--- config.mk ---
export PLATFORM = sky130hd
export DESIGN_NAME = pid_duty_controller
export DESIGN_NICKNAME = d
export VERILOG_FILES = /design/src/rtl/pid_pkg.sv /design/src/rtl/pid_mac.sv /design/src/rtl/pid_duty_controller.sv
export SDC_FILE = /design/constraint.sdc
export NUM_CORES = 2
export LEC_CHECK = 0
export CAP_MARGIN = 20
export CORE_ASPECT_RATIO = 1.5
export CORE_MARGIN = 1
export CORE_UTILIZATION = 40
export DETAILED_ROUTE_END_ITERATION = 10
export PLACE_DENSITY = 0.55
export SYNTH_ARGS = -nofsm -noshare
export SYNTH_HDL_FRONTEND = slang
export SYNTH_SLANG_ARGS = --single-unit
--- constraint.sdc ---
create_clock -name CLK -period 27.4 [get_ports CLK]
set_input_delay 2.74 -clock CLK [delete_from_list [all_inputs] [get_ports CLK]]
set_output_delay 2.74 -clock CLK [all_outputs]
set_load 0.02 [all_outputs]
--- src/rtl/pid_pkg.sv ---
// Shared constants, FSM state type and saturating helpers for the PID duty controller.
package pid_pkg;

  localparam logic [7:0] MODE_POSITION     = 8'd0;
  localparam logic [7:0] MODE_VELOCITY     = 8'd1;
  localparam logic [7:0] MODE_DISPLACEMENT = 8'd2;
  localparam logic [7:0] MODE_DIRECT       = 8'd3;

  localparam int ERR_W  = 26;
  localparam int PROD_W = 42;
  localparam int ACC_W  = 44;

  // Largest positive 24-bit signed value; also the hard cap on |duty|.
  localparam logic [23:0] DUTY_CAP = 24'h7FFFFF;

  typedef enum logic [2:0] {
    ST_IDLE,
    ST_ERR,
    ST_PMUL,
    ST_IMUL,
    ST_DMUL,
    ST_SUM,
    ST_OUT
  } state_t;

  // Saturate a wide signed value into the 24-bit signed range.
  function automatic logic signed [23:0] sat24(input logic signed [47:0] v);
    logic signed [47:0] hi;
    logic signed [47:0] lo;
    hi = 48'sh7FFFFF;
    lo = -48'sh800000;
    if (v > hi) return 24'sh7FFFFF;
    else if (v < lo) return 24'sh800000;
    else return v[23:0];
  endfunction

  // Symmetric clamp of a wide signed value to +/-lim (lim is unsigned).
  function automatic logic signed [47:0] clamp_lim(input logic signed [47:0] v,
                                                    input logic [23:0] lim);
    logic signed [47:0] l;
    l = signed'({24'd0, lim});
    if (v > l) return l;
    else if (v < -l) return -l;
    else return v;
  endfunction

  // Cap a duty limit so the clamped duty always fits 24-bit signed.
  function automatic logic [23:0] cap_limit(input logic [23:0] lim);
    return (lim > DUTY_CAP) ? DUTY_CAP : lim;
  endfunction

endpackage

--- src/rtl/pid_mac.sv ---
// Registered signed multiply-accumulate: acc <= (clear ? 0 : acc) + a*b when en.
module pid_mac #(
  parameter int A_W   = 16,
  parameter int B_W   = 26,
  parameter int P_W   = 42,
  parameter int ACC_W = 44
) (
  input  logic                    CLK,
  input  logic                    reset,
  input  logic                    clear,
  input  logic                    en,
  input  logic signed [A_W-1:0]   a,
  input  logic signed [B_W-1:0]   b,
  output logic signed [ACC_W-1:0] acc
);

  logic signed [P_W-1:0]   prod;
  logic signed [ACC_W-1:0] prod_ext;

  assign prod     = P_W'(a) * P_W'(b);
  assign prod_ext = ACC_W'(prod);

  // Accumulate one product per enabled cycle; clear restarts from this product.
  always_ff @(posedge CLK or posedge reset) begin
    if (reset) begin
      acc <= '0;
    end else if (en) begin
      acc <= clear ? prod_ext : acc + prod_ext;
    end
  end

endmodule

--- src/rtl/pid_duty_controller.sv ---
// PID duty controller: one tick -> snapshot inputs -> error -> three shared
// multiplies -> sum -> clamped duty, 6 cycles after the sampling edge.
// Tick handshake: update_tick is a 1-cycle strobe with no back-pressure; it is
// taken only when busy is low, otherwise it is dropped and overrun latches high.
module pid_duty_controller
  import pid_pkg::*;
#(
  parameter int OUT_SHIFT = 0,
  parameter int GAIN_W    = 16
) (
  input  logic        CLK,
  input  logic        reset,
  input  logic        update_tick,
  input  logic [7:0]  control_mode,
  input  logic [23:0] setpoint,
  input  logic [23:0] Kp,
  input  logic [23:0] Ki,
  input  logic [23:0] Kd,
  input  logic [23:0] PWMLimit,
  input  logic [23:0] IntegralLimit,
  input  logic [23:0] deadband,
  input  logic [23:0] encoder0_position,
  input  logic [23:0] displacement,
  output logic [23:0] duty,
  output logic        duty_valid,
  output logic        busy,
  output logic        overrun
);

  state_t state;
  state_t state_nxt;

  logic accept;
  logic mode_reset;
  logic pid_mode;

  // Snapshot taken at the accepted tick
  logic [7:0]                s_mode;
  logic signed [23:0]        s_sp;
  logic signed [GAIN_W-1:0]  s_kp;
  logic signed [GAIN_W-1:0]  s_ki;
  logic signed [GAIN_W-1:0]  s_kd;
  logic [23:0]               s_pwm_lim;
  logic [23:0]               s_int_lim;
  logic [23:0]               s_dead;
  logic signed [24:0]        s_fb;
  logic signed [24:0]        fb_now;

  // History kept across ticks
  logic [7:0]                mode_prev;
  logic                      seen_tick;
  logic signed [23:0]        enc0_prev;
  logic signed [ERR_W-1:0]   integ;
  logic signed [ERR_W-1:0]   err_prev;
  logic signed [ERR_W-1:0]   err_r;
  logic signed [ERR_W-1:0]   deriv_r;

  // Error-stage combinational terms
  logic signed [ERR_W-1:0]   diff;
  logic signed [23:0]        err_sat;
  logic signed [24:0]        err_ext;
  logic signed [24:0]        err_mag;
  logic                      in_dead;
  logic signed [ERR_W-1:0]   err_dz;
  logic signed [47:0]        integ_sum;
  logic signed [47:0]        integ_clamp;
  logic signed [ERR_W-1:0]   integ_nxt;
  logic signed [ERR_W-1:0]   deriv_nxt;

  // Shared multiplier and output stage
  logic                      mac_clear;
  logic                      mac_en;
  logic signed [GAIN_W-1:0]  mac_a;
  logic signed [ERR_W-1:0]   mac_b;
  logic signed [ACC_W-1:0]   mac_acc;
  logic signed [ACC_W-1:0]   sum_r;
  logic signed [47:0]        duty_calc;

  // Gain bits above GAIN_W are ignored by design.
  logic unused_gain_bits;
  assign unused_gain_bits = ^{Kp[23:GAIN_W], Ki[23:GAIN_W], Kd[23:GAIN_W]};

  assign accept     = update_tick && (state == ST_IDLE);
  assign busy       = (state != ST_IDLE);
  assign pid_mode   = (s_mode <= MODE_DISPLACEMENT);
  assign mode_reset = !seen_tick || (control_mode != mode_prev)
                      || (control_mode > MODE_DISPLACEMENT);

  // Feedback selection from live inputs, captured with the snapshot.
  always_comb begin
    fb_now = '0;
    case (control_mode)
      MODE_POSITION:     fb_now = 25'($signed(encoder0_position));
      MODE_VELOCITY:     fb_now = 25'($signed(encoder0_position)) - 25'(enc0_prev);
      MODE_DISPLACEMENT: fb_now = 25'($signed(displacement));
      default:           fb_now = '0;
    endcase
  end

  // Error path: saturate, apply deadband, integrate with clamp, differentiate.
  always_comb begin
    diff        = ERR_W'(s_sp) - ERR_W'(s_fb);
    err_sat     = sat24(48'(diff));
    err_ext     = 25'(err_sat);
    err_mag     = err_ext[24] ? -err_ext : err_ext;
    in_dead     = ($unsigned(err_mag) <= {1'b0, s_dead});
    err_dz      = in_dead ? '0 : ERR_W'(err_sat);
    integ_sum   = 48'(integ) + 48'(err_dz);
    integ_clamp = clamp_lim(integ_sum, s_int_lim);
    integ_nxt   = integ_clamp[ERR_W-1:0];
    deriv_nxt   = err_dz - err_prev;
  end

  // Final duty: PID sum, direct setpoint or zero, clamped to the snapshot limit.
  always_comb begin
    duty_calc = '0;
    if (pid_mode) begin
      duty_calc = clamp_lim(48'(sum_r), cap_limit(s_pwm_lim));
    end else if (s_mode == MODE_DIRECT) begin
      duty_calc = clamp_lim(48'(s_sp), cap_limit(s_pwm_lim));
    end
  end

  // FSM state register.
  always_ff @(posedge CLK or posedge reset) begin
    if (reset) state <= ST_IDLE;
    else       state <= state_nxt;
  end

  // FSM next state and multiplier operand sequencing.
  always_comb begin
    state_nxt = state;
    mac_clear = 1'b0;
    mac_en    = 1'b0;
    mac_a     = s_kp;
    mac_b     = err_r;
    case (state)
      ST_IDLE: if (update_tick) state_nxt = ST_ERR;
      ST_ERR:  state_nxt = ST_PMUL;
      ST_PMUL: begin
        mac_clear = 1'b1;
        mac_en    = 1'b1;
        state_nxt = ST_IMUL;
      end
      ST_IMUL: begin
        mac_en    = 1'b1;
        mac_a     = s_ki;
        mac_b     = integ;
        state_nxt = ST_DMUL;
      end
      ST_DMUL: begin
        mac_en    = 1'b1;
        mac_a     = s_kd;
        mac_b     = deriv_r;
        state_nxt = ST_SUM;
      end
      ST_SUM:  state_nxt = ST_OUT;
      ST_OUT:  state_nxt = ST_IDLE;
      default: state_nxt = ST_IDLE;
    endcase
  end

  pid_mac #(
    .A_W   (GAIN_W),
    .B_W   (ERR_W),
    .P_W   (PROD_W),
    .ACC_W (ACC_W)
  ) u_mac (
    .CLK   (CLK),
    .reset (reset),
    .clear (mac_clear),
    .en    (mac_en),
    .a     (mac_a),
    .b     (mac_b),
    .acc   (mac_acc)
  );

  // Capture all inputs and feedback on an accepted tick.
  always_ff @(posedge CLK or posedge reset) begin
    if (reset) begin
      s_mode    <= '0;
      s_sp      <= '0;
      s_kp      <= '0;
      s_ki      <= '0;
      s_kd      <= '0;
      s_pwm_lim <= '0;
      s_int_lim <= '0;
      s_dead    <= '0;
      s_fb      <= '0;
      enc0_prev <= '0;
      mode_prev <= '0;
      seen_tick <= 1'b0;
    end else if (accept) begin
      s_mode    <= control_mode;
      s_sp      <= setpoint;
      s_kp      <= Kp[GAIN_W-1:0];
      s_ki      <= Ki[GAIN_W-1:0];
      s_kd      <= Kd[GAIN_W-1:0];
      s_pwm_lim <= PWMLimit;
      s_int_lim <= IntegralLimit;
      s_dead    <= deadband;
      s_fb      <= fb_now;
      enc0_prev <= encoder0_position;
      mode_prev <= control_mode;
      seen_tick <= 1'b1;
    end
  end

  // Integrator and error history: cleared on mode change, updated in ERR.
  always_ff @(posedge CLK or posedge reset) begin
    if (reset) begin
      integ    <= '0;
      err_prev <= '0;
      err_r    <= '0;
      deriv_r  <= '0;
    end else begin
      if (accept && mode_reset) begin
        integ    <= '0;
        err_prev <= '0;
      end else if ((state == ST_ERR) && pid_mode) begin
        integ    <= integ_nxt;
        err_prev <= err_dz;
      end
      if (state == ST_ERR) begin
        err_r   <= err_dz;
        deriv_r <= deriv_nxt;
      end
    end
  end

  // Scaled sum, duty register, valid pulse and sticky overrun flag.
  always_ff @(posedge CLK or posedge reset) begin
    if (reset) begin
      sum_r      <= '0;
      duty       <= '0;
      duty_valid <= 1'b0;
      overrun    <= 1'b0;
    end else begin
      duty_valid <= 1'b0;
      if (state == ST_SUM) sum_r <= mac_acc >>> OUT_SHIFT;
      if (state == ST_OUT) begin
        duty       <= duty_calc[23:0];
        duty_valid <= 1'b1;
      end
      if (update_tick && (state != ST_IDLE)) overrun <= 1'b1;
    end
  end

endmodule
==> results_dict.tcl <==
set metrics [dict create \
    cp_max_fo 74 \
    tightest_slew_ns 1.214 \
    grt_max_degree 113 \
    post-route-drc-count 0 \
    ys_ff_latch 419 \
    grt_pass1_vias 41260 \
    ant_nets 0 \
    criticalPathCategory "register to register" \
    port_buffers 229 \
    pin_count 254 \
    post_cts_buffers 0 \
    period_share_pct 55.04 \
    core-area_um2 116200 \
    cpPeakStageDelay_ns 0.75 \
    globalRouteMet2Util_pct 44.79 \
    die_h_um 422.0 \
    maxSlewViolCount 0 \
    met3_usage_pct 2.480 \
    setup_tns_ns 0 \
    htree_levels 2 \
    synth_top_area_share_pct 22.29 \
    synth_most_common_cell "nand2_1" \
    clk_pin_slew_worst_paths_ns 0.06 \
    hold_viol 0 \
    grt-busiest-layer "met2" \
    fin_skew_ns 0.03590 \
    holdCritPathClass "register to register" \
    slowest_stage "a21oi_1" \
    drive_gt1_share_pct 4.754 \
    synth_warnings 0 \
    rsz0062_at_grt "false" \
    setup_violations 0 \
    worstPathRequired_ns 27.93 \
    relSlewSlack_pct 18.86 \
    final_core_util_pct 45.29 \
    syn_avg_cell_area_um2 8.427 \
    routed_via_density 5.498 \
    numCtsBuffers 47 \
    hpwl_um 120300 \
    synth_top_area_cell "dfrtp_1" \
    row_count 153 \
    drt_iter0_drc 2444 \
    multiInputGateArea_um2 33470 \
    grt.overflow.total 0 \
    gr-usage-met1_pct 31.33 \
    yosysSeqAreaShare_pct 22.29 \
    cts_num_sinks 419 \
    synth_edf_count 0 \
    antenna_found_initial 6 \
    clockBufferDepth 3 \
    final_nets 6784 \
    die_width_um 282.0 \
    max-cap-violations 0 \
    root_buffer "clkbuf_16" \
    clock_latency_ns 0.64 \
    initial_core_util_pct 40.48 \
    totalWireLength_um 150500 \
    holdWs_ns 0.4673 \
    dieArea_um2 119000 \
    timing.critical_path.from_type "register" \
    wire_per_inst_um 20.69 \
    finalCriticalPeriod_ns 15.08 \
    synth.top_cells.by_count "nand2_1, inv_1, ha_1, dfrtp_1, nor2_1" \
    syn_area_um2 47040 \
    placed_cell_area_um2 50960 \
    cp_data_arrival_time_ns 15.61 \
    gp_congestion 0.9348 \
    synth_ff_type "dfrtp_1" \
    design_area_um2 52630 \
    cts_resized 0 \
    vias 40000 \
    seq_area_um2 10490 \
    outcome "complete, no violations" \
    area_growth_pct 11.88 \
    yosysUniqueCellTypes 91 \
    groute.usage.overall_pct 25.63 \
    ctsHoldBuffers 0 \
    drt_pre_antenna_iters 5 \
    async_reset_ff_share_pct 100.0 \
    nFillCells 11630 \
    synthTopCellsByArea "dfrtp_1, fa_1, ha_1, nand2_1, inv_1" \
    synth_cells 5582 \
    grt_pass1_wl_um 235800 \
    fmax_ghz 0.06631 \
    tritoncts "built" \
    crit_path_end_kind "register" \
]
==> per-layer routing <==
| metal | part of all wire (%) | vias up |
|---|---|---|
| li1 | - | 19150 |
| met4 | 5.4 | 0 |
| met5 | 0 | - |
| met3 | 4.2 | 289 |
| met1 | 41 | 19570 |
| met2 | 50 | 982 |
==> registers in the layout, summed over array words and instances (netlist names) <==
name / flops
enc0_prev: 24
u_mac.acc: 44
duty: 24
s_ki: 16
err_r: 24
integ: 26
deriv_r: 26
err_prev: 24
s_dead: 24
duty_valid: 1
state: 3
s_kd: 16
s_int_lim: 24
overrun: 1
mode_prev: 8
s_sp: 24
sum_r: 44
s_pwm_lim: 24
s_kp: 16
s_fb: 25
seen_tick: 1
==> final cells by class <==
| cell class | instances | area share (%) |
|---|---|---|
| clock buffers | 60 | 2.520 |
| repair buffers | 295 | 5.342 |
| clock inverters | 24 | 0.5349 |
| inverters | 613 | 4.387 |
| well taps | 1550 | 3.685 |
| diodes | 3 | 0.01427 |
| flip-flops and latches | 419 | 19.92 |
| multi-input cells | 4310 | 63.59 |
==> through the flow <==
| stage | cells | worst slack [ns] |
|---|---|---|
| 3_3_place_gp | 7183 | 12.53 |
| 3_5_place_dp | 7184 | 12.45 |
| 4_1_cts | 7268 | 12.39 |
| 2_1_floorplan | 5584 | 13.00 |
| 5_1_grt | 7273 | 11.32 |
| 6_report | 7274 | 12.32 |
==> placed cells by master, fill, tap and decap left out, drive strengths merged, types with 25 or more instances in the layout <==
master,instances
a211oi,32
a21o,154
a21oi,352
a22oi,39
a31oi,36
and2,35
and3,32
buf,66
clkbuf,60
clkdlybuf4s50,229
dfrtp,419
fa,407
ha,464
inv,615
mux2,45
mux2i,62
nand2,919
nand2b,53
nand3,66
nand4,41
nor2,411
nor2b,51
nor3,69
nor4,35
o211ai,34
o21a,47
o21ai,301
o21bai,32
o22ai,42
o31ai,64
or3,25
xnor2,144
xor2,66
==> critical path, delay by kind of cell, from the launching register on <==
family	cells	cell delay (ns)
simple gates	14	3.65
buf+inv	6	1.44
mux	1	0.25
compound gates	26	6.93
flops	1	0.36
fa+ha+maj	7	2.27
==> worst paths after layout <==
path / depth (start not counted) / start / slack, ns / endpoint
setup / recovery: 54 / s_sp[0] / 12.32 / integ[18]
hold / removal: 1 / overrun / 0.47 / overrun
setup reg to reg: 54 / s_sp[0] / 12.32 / integ[18]
hold reg to reg: 1 / overrun / 0.47 / overrun
max in group asynchronous: 6 / reset / 20.96 / deriv_r[25]
min in group asynchronous: 2 / reset / 2.67 / overrun
==> logic make-up (layout without fill, tap and decap cells) <==
| group | count (synthesis) | after routing | share of synthesized area [%] |
|---|---|---|---|
| mux | 107 | 107 | 2.397 |
| fa+ha+maj | 872 | 872 | 29.68 |
| xor+xnor | 210 | 210 | 3.910 |
| flops | 419 | 419 | 22.29 |
| compound gates | 1312 | 1312 | 17.98 |
| other cells | 1 | 6 | 0.007972 |
| simple gates | 1806 | 1806 | 16.88 |
| buf+inv | 855 | 992 | 6.849 |
Power is not shown: default switching activity piles up to over one toggle a cycle in this logic, so the estimate is an artifact.
